--- src/rtl/mod_counter.sv ---
// Up/down modulo counter with programmable modulus, wrap/saturate mode,
// terminal-count flag, one-cycle wrap pulse and sticky overflow flag.
module mod_counter #(
  parameter int unsigned     WIDTH    = 2,
  parameter longint unsigned MODULO   = 64'd1 << WIDTH,
  parameter bit              SATURATE = 1'b0
) (
  input  logic             clk,
  input  logic             rst,
  input  logic             en,
  input  logic             up_dn,
  input  logic             clr,
  input  logic             load,
  input  logic [WIDTH-1:0] load_val,
  output logic [WIDTH-1:0] count,
  output logic             tc,
  output logic             wrap,
  output logic             ovf
);

  if (WIDTH < 1 || WIDTH > 32) begin : g_bad_width
    $error("mod_counter: WIDTH must be in 1..32");
  end
  if (MODULO < 2 || MODULO > (64'd1 << WIDTH)) begin : g_bad_modulo
    $error("mod_counter: MODULO must be in 2..2**WIDTH");
  end

  // Modulus held at WIDTH+1 bits so MODULO == 2**WIDTH is representable.
  localparam logic [WIDTH:0]   ModExt   = (WIDTH+1)'(MODULO);
  localparam logic [WIDTH:0]   TopExt   = ModExt - (WIDTH+1)'(1);
  localparam logic [WIDTH-1:0] MaxCount = WIDTH'(MODULO - 64'd1);

  logic [WIDTH-1:0] count_q, count_d;
  logic             wrap_q, wrap_d;
  logic             ovf_q, ovf_d;
  logic             at_top, at_bot;

  assign at_top = ({1'b0, count_q} == TopExt);
  assign at_bot = (count_q == '0);

  always_comb begin
    count_d = count_q;
    wrap_d  = 1'b0;
    ovf_d   = ovf_q;
    if (rst || clr) begin
      count_d = '0;
      ovf_d   = 1'b0;
    end else if (load) begin
      count_d = ({1'b0, load_val} >= ModExt) ? MaxCount : load_val;
    end else if (en) begin
      if (up_dn) begin
        if (at_top) begin
          wrap_d  = 1'b1;
          ovf_d   = 1'b1;
          count_d = SATURATE ? count_q : '0;
        end else begin
          // Not at the top, so count_q < MODULO-1 and the add cannot overflow.
          count_d = count_q + WIDTH'(1);
        end
      end else begin
        if (at_bot) begin
          wrap_d  = 1'b1;
          ovf_d   = 1'b1;
          count_d = SATURATE ? count_q : MaxCount;
        end else begin
          count_d = count_q - WIDTH'(1);
        end
      end
    end
  end

  always_ff @(posedge clk) begin
    count_q <= count_d;
    wrap_q  <= wrap_d;
    ovf_q   <= ovf_d;
  end

  assign count = count_q;
  assign wrap  = wrap_q;
  assign ovf   = ovf_q;
  assign tc    = up_dn ? at_top : at_bot;

endmodule

--- config.mk ---
export PLATFORM = sky130hd
export DESIGN_NAME = mod_counter
export DESIGN_NICKNAME = d
export VERILOG_FILES = /design/src/rtl/mod_counter.sv
export SDC_FILE = /design/constraint.sdc
export NUM_CORES = 1
export LEC_CHECK = 0
export ABC_AREA = 0
export CAP_MARGIN = 25
export CORE_AREA = 2 2 39 41
export DETAILED_ROUTE_END_ITERATION = 10
export DIE_AREA = 0 0 41 43
export SKIP_LAST_GASP = 1
export SYNTH_ARGS = -nofsm -noshare
export SYNTH_HDL_FRONTEND = slang
export SYNTH_SLANG_ARGS = --single-unit
--- constraint.sdc ---
create_clock -name clk -period 1.2 [get_ports clk]
set_input_delay 0.24 -clock clk [delete_from_list [all_inputs] [get_ports clk]]
set_output_delay 0.24 -clock clk [all_outputs]
set_load 0.005 [all_outputs]
Word-level counts from Yosys, hierarchy flattened
Index checks and enable logic that the tools add are counted.
{ "word_totals": {"register_bits": 4, "inputBits": 8} }
{ "classes": {"n_addsub": 2, "n_eq_ne": 2, "mux": 12, "n_bitwise": 2, "reduce_logical": 6} }
{ "ops": {"columns": ["cell", "count"], "rows": [
  ["$mux 2", 5],
  ["$mux 1", 7],
  ["$reduce_and 4->1", 1],
  ["$reduce_bool 2->1", 2],
  ["$reduce_or 3->1", 1],
  ["$add 2x1->2 const B", 1],
  ["$eq 2x2->1 const B", 1],
  ["$logic_not 2->1", 1],
  ["$ne 2x1->1 const B", 1],
  ["$not 1->1", 2],
  ["$sub 2x1->2 const B", 1],
  ["$logic_or 1x1->1", 1]
]} }

Logic depth before layout (Yosys ltp)
Gate-level depths: netlist (run 1).
{ "logic_depth": {"word_depth": 5, "mapped_depth": 5, "depth_no_buf": 5} }

Worst setup path after synthesis (run 1)
OpenSTA, ideal clock, no wires.
{ "synth_timing": {"path_type": "flip-flop to flip-flop", "start": "register count_q[0], in the netlist count[0]", "end": "register count_q[1], in the netlist count[1]", "setup_time_ps": 103, "t_arrival_ps": 1236, "required_time_ps": 1097, "slack_ps": -139, "path_stages_with_launch": 6, "path_buffers": 0, "period_less_slack_ps": 1339, "cell_sequence": "dfxtp_1 inv_1 ha_1 xnor2_1 a211oi_1 a2111oi_2"} }
{ "synth_between": {"elab_chain_len": 5} }
{ "synth_rtl": {"columns": ["element", "line", "source"], "rows": [
  ["start, declared", "33", "logic [WIDTH-1:0] count_q, count_d;"],
  ["start signal, assigned", "73", "count_q <= count_d;"],
  ["$sub 2x1->2 (tied with other cells)", "66", "count_d = count_q - WIDTH'(1);"],
  ["$mux 2 (on tied branches)", "61, 52", null],
  ["$mux 2 (*)", "51", "if (up_dn) begin"],
  ["$mux 2 (*)", "50", "end else if (en) begin"],
  ["$mux 2 (*)", "48", "end else if (load) begin"]
]} }
Every way passes the cells marked *; elsewhere a longest branch is shown, timed or not. The select of a mux whose other input is x is not followed.
A chain may end at the register's enable or synchronous reset.

Worst setup path in the final report (run 1)
{ "layout_timing": {"start": "register count_q[0], in the netlist count[0]", "end": "output tc"} }
{ "layout_between": {"elab_chain_len": 2} }
{ "layout_rtl": {"columns": ["element", "line", "source"], "rows": [
  ["$eq 2x2->1 / $logic_not 2->1 (equally long branches)", "38, 39", null],
  ["$mux 1 (*)", "81", "assign tc = up_dn ? at_top : at_bot;"],
  ["end, declared", "16", "output logic tc,"]
]} }
Every way passes the cells marked *; elsewhere a longest branch is shown, timed or not.

==> impl_metrics.env, run 1 <==
export IMPL_timing_rr_end="ovf"
export IMPL_slew_headroom_pct=83.2
export IMPL_first_iter_violations=2
export IMPL_postRouteAntennaNets=0
export IMPL_worstPathArrival_ns=1.15
export IMPL_ff2ff_setup_slack_ns=-0.10
export IMPL_total_power_mw=0.431
export IMPL_min_path_cells=2
export IMPL_clock_path_buffers=2
export IMPL_fin_worst_skew_ns=0.000161
export IMPL_ys_warn_count=0
export IMPL_syn_to_final_growth_pct=111
export IMPL_critPathMaxFanout=3
export IMPL_worst_pin_slew_ns=0.251
export IMPL_path_clk_slew_ns=0.04
export IMPL_grt_pass1_vias=201
export IMPL_antenna_found_initial=0
export IMPL_nets=55
export IMPL_cp_end_kind="output port"
export IMPL_cts_buffers_inserted=3
export IMPL_r2r_cells=7
export IMPL_fin_crit_sh_pct=116
export IMPL_setup_slack_ns=-0.186
export IMPL_drive_gt1_share_pct=51.2
export IMPL_grt_overflow=0
export IMPL_final_util_pct=34.3
export IMPL_die_area_um2=1760
export IMPL_post_route_min_period_ns=1.39
export IMPL_vias=222
export IMPL_netlist_area_um2=225
export IMPL_coreArea_um2=1380
export IMPL_rsz0062_at_grt="yes"
export IMPL_setup_viol=3
export IMPL_avgRoutedWirePerCell_um=8.42
export IMPL_drt_pass1_iterations=4
export IMPL_irDropWorstVdd_mv=0.571
export IMPL_yosysSeqAreaShare_pct=35.6
export IMPL_worstSetupStartpointType="register"
export IMPL_antenna_cells=0
export IMPL_syn_nets=31
export IMPL_p_per_area_nw_per_um2=910
export IMPL_clock_latency_ns=0.23
export IMPL_rows=14
export IMPL_portBuffers=12
export IMPL_cts_num_sinks=4
export IMPL_grt_max_degree=5
export IMPL_max_cap_viol_count=0
export IMPL_die_x_um=41
export IMPL_cts_max_level=1
export IMPL_design_area_um2=474
export IMPL_required_ns=0.96
export IMPL_synth_seq_cells=4
export IMPL_hold_viol=0
export IMPL_min_path_type="register to register"
export IMPL_dpl_cell_area_um2=413
export IMPL_min_to="ovf"
export IMPL_ys_types=13
export IMPL_max_freq_mhz=721
export IMPL_postCtsHoldBufs=0
export IMPL_drv_slew=0
export IMPL_ios=13
export IMPL_grt_pass1_wl_um=800
export IMPL_syn_area_per_cell_um2=10.7
export IMPL_grt_usage_pct=7.53
export IMPL_die_h_um=43
export IMPL_root_buffer="clkbuf_4"
export IMPL_pre_cts_ws_ns=-0.535
export IMPL_failed_checks="negative setup slack"
export IMPL_via_per_inst=3.76
export IMPL_crit_type="register to output port"
export IMPL_place_congestion=0.565
export IMPL_p_leak_nw=0.222
export IMPL_r2r_start="count[0]"
export IMPL_start_util_pct=16.3
export IMPL_drc=0
export IMPL_cts_tree="done"
export IMPL_hold_path_startpoint="ovf"
export IMPL_syn_instance_count=21
export IMPL_wirelength_um=497
export IMPL_outcome="complete, but fails checks"
-- per-layer routing --
| metal | vias up | global-route usage [%] | share of wire (%) |
|---|---|---|---|
| met5 | - | 0 | 0 |
| met4 | 0 | 2.00 | 0 |
| met3 | 0 | 9.42 | 12 |
| met2 | 11 | 9.06 | 42 |
| met1 | 95 | 8.04 | 46 |
| li1 | 116 | - | - |
-- worst max-delay path, stage by stage (launching register included) --
cell	delay (ns)
dfxtp_2	0.34
inv_2	0.05
ha_4	0.14
mux2_4	0.27
buf_6	0.12
-- report_power, final --
group / switching [mW] / internal (mW)
registers: 0.00382 / 0.139
clock network: 0.0595 / 0.112
logic: 0.0402 / 0.0763
-- cells in the mapped netlist --
master,number,area (um2)
a2111oi_2,1,15.0
a211oi_2,1,12.5
dfxtp_1,4,80.1
xnor2_1,1,8.76
nor3_1,2,10.0
mux2i_1,1,10.0
xor2_1,1,8.76
mux2_4,1,15.0
a211oi_1,1,7.51
nand3b_2,1,11.3
inv_1,4,15.0
ha_1,2,25.0
nor2b_1,1,6.26
-- registers in the layout, summed over array words and instances, names as in the netlist --
signal  count
wrap        1
count       2
ovf         1
-- cells in the final DEF (no fill, tap or decap) --
master,count
a2111oi_2,1
a211oi_2,2
buf_4,7
buf_6,1
clkbuf_4,3
clkdlybuf4s15_1,2
clkdlybuf4s50_1,6
dfxtp_1,2
dfxtp_2,2
dlygate4sd2_1,3
ha_1,1
ha_4,1
inv_1,2
inv_2,2
mux2_4,1
mux2i_1,1
nand3b_4,1
nor2b_1,1
nor3_1,2
xnor2_2,1
xor2_1,1
-- stage by stage --
stage | hold slack (ns) | instances | setup TNS (ns)
after floorplan | 0.305 | 21 | 0
after global placement | 0.450 | 55 | -1.29
after detailed placement | 0.453 | 55 | -1.33
after CTS | 0.456 | 58 | -0.207
after global routing | 0.491 | 59 | -0.556
final | 0.458 | 59 | -0.378
-- layout make-up --
cell class,count,area (um2)
Multi-Input combinational cell,13,164
Fill cell,152,910
Timing Repair Buffer,19,170
Clock buffer,3,22.5
Tap cell,16,20.0
Inverter,4,15.0
Sequential cell,4,82.6
-- repair_timing --
item                                    in CTS  in global routing
endpoints found under the setup margin       8                  6
pin swaps                                    1                  2
buffers inserted                             0                  1
gates resized for setup                     16                  2
-- worst max path at each step --
| stage | from | end | slack (ns) | cells after the start |
|---|---|---|---|---|
| detailed placement | up_dn | tc | -0.53 | 3 |
| global placement | up_dn | tc | -0.53 | 3 |
| finish | count[0] | tc | -0.19 | 4 |
| CTS | count[1] | tc | -0.20 | 4 |
| floorplan | count[1] | count[1] | 0.007 | 5 |
| global route | count[0] | tc | -0.23 | 4 |
-- cells by family (layout without fill, tap and decap cells) --
logic type / after synthesis / in the layout / share of synthesized area (%)
multiplexers: 2 / 2 / 11.1
adder cells (fa/ha/maj): 2 / 2 / 11.1
AND/OR/NAND/NOR: 4 / 4 / 12.2
flip-flops: 4 / 4 / 35.6
XOR/XNOR: 2 / 2 / 7.78
buffers and inverters: 4 / 26 / 6.66
AO/OA/AOI/OAI: 3 / 3 / 15.6
Power figures use the tool's default switching activity.
==> run 2: changes to the inputs <==
--- a/config.mk
+++ b/config.mk
@@ -10,6 +10,7 @@
 export CORE_AREA = 2 2 39 41
 export DETAILED_ROUTE_END_ITERATION = 10
 export DIE_AREA = 0 0 41 43
+export SKIP_CTS_REPAIR_TIMING = 1
 export SKIP_LAST_GASP = 1
 export SYNTH_ARGS = -nofsm -noshare
 export SYNTH_HDL_FRONTEND = slang
==> run 2 against run 1 <==
The run still ends with negative setup slack left. Sequential power is essentially flat. Critical path depth unchanged. Register-to-register slack about the same. Clock-buffer cell count is the same. Non-clock buffer count decreased by 1. First-iteration DRC count decreased by 50%. Cell count down 1.7%. Final area grew 1.8%. Combinational power hardly changed. Largest cell class unchanged.
==> impl_metrics.env, run 2 (same netlist as run 1, synthesis figures left out) <==
export IMPL_outcome="complete, but fails checks"
export IMPL_failed_checks="negative setup slack"
export IMPL_path_clk_slew_ns=0.04
export IMPL_clock_path_buffers=2
export IMPL_crit_start="count[0]"
export IMPL_layout_common_cells="6 x clkdlybuf4s50_1, 6 x buf_4, 5 x dlymetal6s2s_1"
export IMPL_cts_num_sinks=4
export IMPL_grt_pass1_wl_um=828
export IMPL_min_path_type="register to register"
export IMPL_setup_viol=2
export IMPL_drt_pass1_iterations=4
export IMPL_slew_headroom_pct=83.2
export IMPL_p_comb_share_pct=26.8
export IMPL_worstSetupStartpointType="register"
export IMPL_irDropWorstVdd_mv=0.570
export IMPL_switching_share_pct=23.5
export IMPL_ios=13
export IMPL_crit_buf_inv=2
export IMPL_grt_busiest_layer="met3"
export IMPL_p_int_mw=0.326
export IMPL_ff2ff_setup_slack_ns=-0.09
export IMPL_rows=14
export IMPL_total_power_mw=0.427
export IMPL_antenna_found_initial=0
export IMPL_place_congestion=0.565
export IMPL_max_freq_mhz=720
export IMPL_min_to="ovf"
export IMPL_cp_end_kind="output port"
export IMPL_largest_reg_flops=2
export IMPL_cpPeakStageDelay_ns=0.34
export IMPL_grtUsageMet1_pct=8.65
export IMPL_worst_pin_slew_ns=0.251
export IMPL_nets=54
export IMPL_timing_rr_end="count[1]"
export IMPL_drive_gt1_share_pct=50.0
export IMPL_syn_to_final_growth_pct=114
export IMPL_root_buffer="clkbuf_4"
export IMPL_first_iter_violations=1
export IMPL_coreArea_um2=1380
export IMPL_grt_max_degree=5
export IMPL_cts_max_level=1
export IMPL_path_delay_family="flip-flops"
export IMPL_clkPwrFrac_pct=39.6
export IMPL_seq_power_share_pct=33.6
export IMPL_rsz0062_at_grt="yes"
export IMPL_grt_usage_pct=7.72
export IMPL_post_route_min_period_ns=1.39
export IMPL_grt_overflow=0
export IMPL_critPathMaxFanout=3
export IMPL_clock_latency_ns=0.23
export IMPL_vias=217
export IMPL_hold_path_startpoint="ovf"
export IMPL_grt_use_met3_pct=9.42
export IMPL_min_path_cells=2
export IMPL_drc=0
export IMPL_r2r_cells=5
export IMPL_drv_slew=0
export IMPL_slowest_stage="dfxtp_2"
export IMPL_start_util_pct=16.3
export IMPL_r2r_start="count[0]"
export IMPL_postRouteAntennaNets=0
export IMPL_fin_crit_sh_pct=116
export IMPL_wirelength_um=491
export IMPL_max_cap_viol_count=0
export IMPL_p_per_area_nw_per_um2=883
export IMPL_worstPathArrival_ns=1.15
export IMPL_hold_viol=0
export IMPL_die_x_um=41
export IMPL_avgRoutedWirePerCell_um=8.47
export IMPL_grt_pass1_vias=201
export IMPL_die_h_um=43
export IMPL_required_ns=0.96
export IMPL_via_per_inst=3.74
export IMPL_antenna_cells=0
export IMPL_cts_buffers_inserted=3
export IMPL_portBuffers=12
export IMPL_fin_worst_skew_ns=0.00218
export IMPL_die_area_um2=1760
export IMPL_setup_slack_ns=-0.189
export IMPL_crit_type="register to output port"
export IMPL_gr_usage_met2_pct=9.06
export IMPL_worstPathCellList="inv_2, ha_4, mux2_4, buf_6"
export IMPL_final_util_pct=34.9
export IMPL_cts_tree="done"
export IMPL_p_sw_mw=0.100
export IMPL_p_leak_nw=0.283
-- run 2: cell count changes in the layout (fill, tap and decap cells not counted) --
| cell | change |
|---|---|
| buf_4 | -1 |
| clkdlybuf4s15_1 | -2 |
| dlygate4sd2_1 | -3 |
| dlymetal6s2s_1 | +5 |
-- run 2: final cells by class --
class | instances | area [um2]
fill | 152 | 901
timing repair buffer | 18 | 179
multi-input combinational | 13 | 164
sequential | 4 | 82.6
clock buffer | 3 | 22.5
tap | 16 | 20.0
inverter | 4 | 15.0
-- run 2: worst max path at each step --
stage / depth (start not counted) / slack (ns) / endpoint
after floorplan: 5 / 0.007 / count[1]
after global placement: 3 / -0.53 / tc
after detailed placement: 3 / -0.53 / tc
after CTS: 4 / -0.55 / tc
after global routing: 4 / -0.24 / tc
final: 4 / -0.19 / tc
-- run 2: layer usage --
layer / up-vias / routed length (um)
met5: - / 0
met4: 0 / 0
met3: 0 / 62
met2: 11 / 207
met1: 91 / 221
li1: 115 / -
-- run 2: stage by stage --
stage	cells	area [um2]	hold slack, ns	TNS, ns	setup WS, ns
after detailed placement	55	413	0.453	-1.33	-0.535
after global placement	55	413	0.450	-1.29	-0.529
after CTS	58	435	0.458	-1.31	-0.554
after floorplan	21	228	0.305	0	0.00686
final	58	483	0.450	-0.276	-0.189
after global routing	58	483	0.488	-0.459	-0.238
-- run 2: worst min-delay path, stage by stage (launching register included) --
cell and delay [ns]:
dfxtp_1 0.30, inv_1 0.06, a211oi_2 0.05
-- run 2: power by group through the flow --
stage	combinational (mW)	clock (mW)	sequential (mW)
2_1_floorplan	0.0320	0	0.146
3_3_place_gp	0.0999	0	0.145
3_5_place_dp	0.101	0	0.145
4_1_cts	0.101	0.178	0.143
5_1_grt	0.127	0.193	0.144
6_report	0.114	0.169	0.143
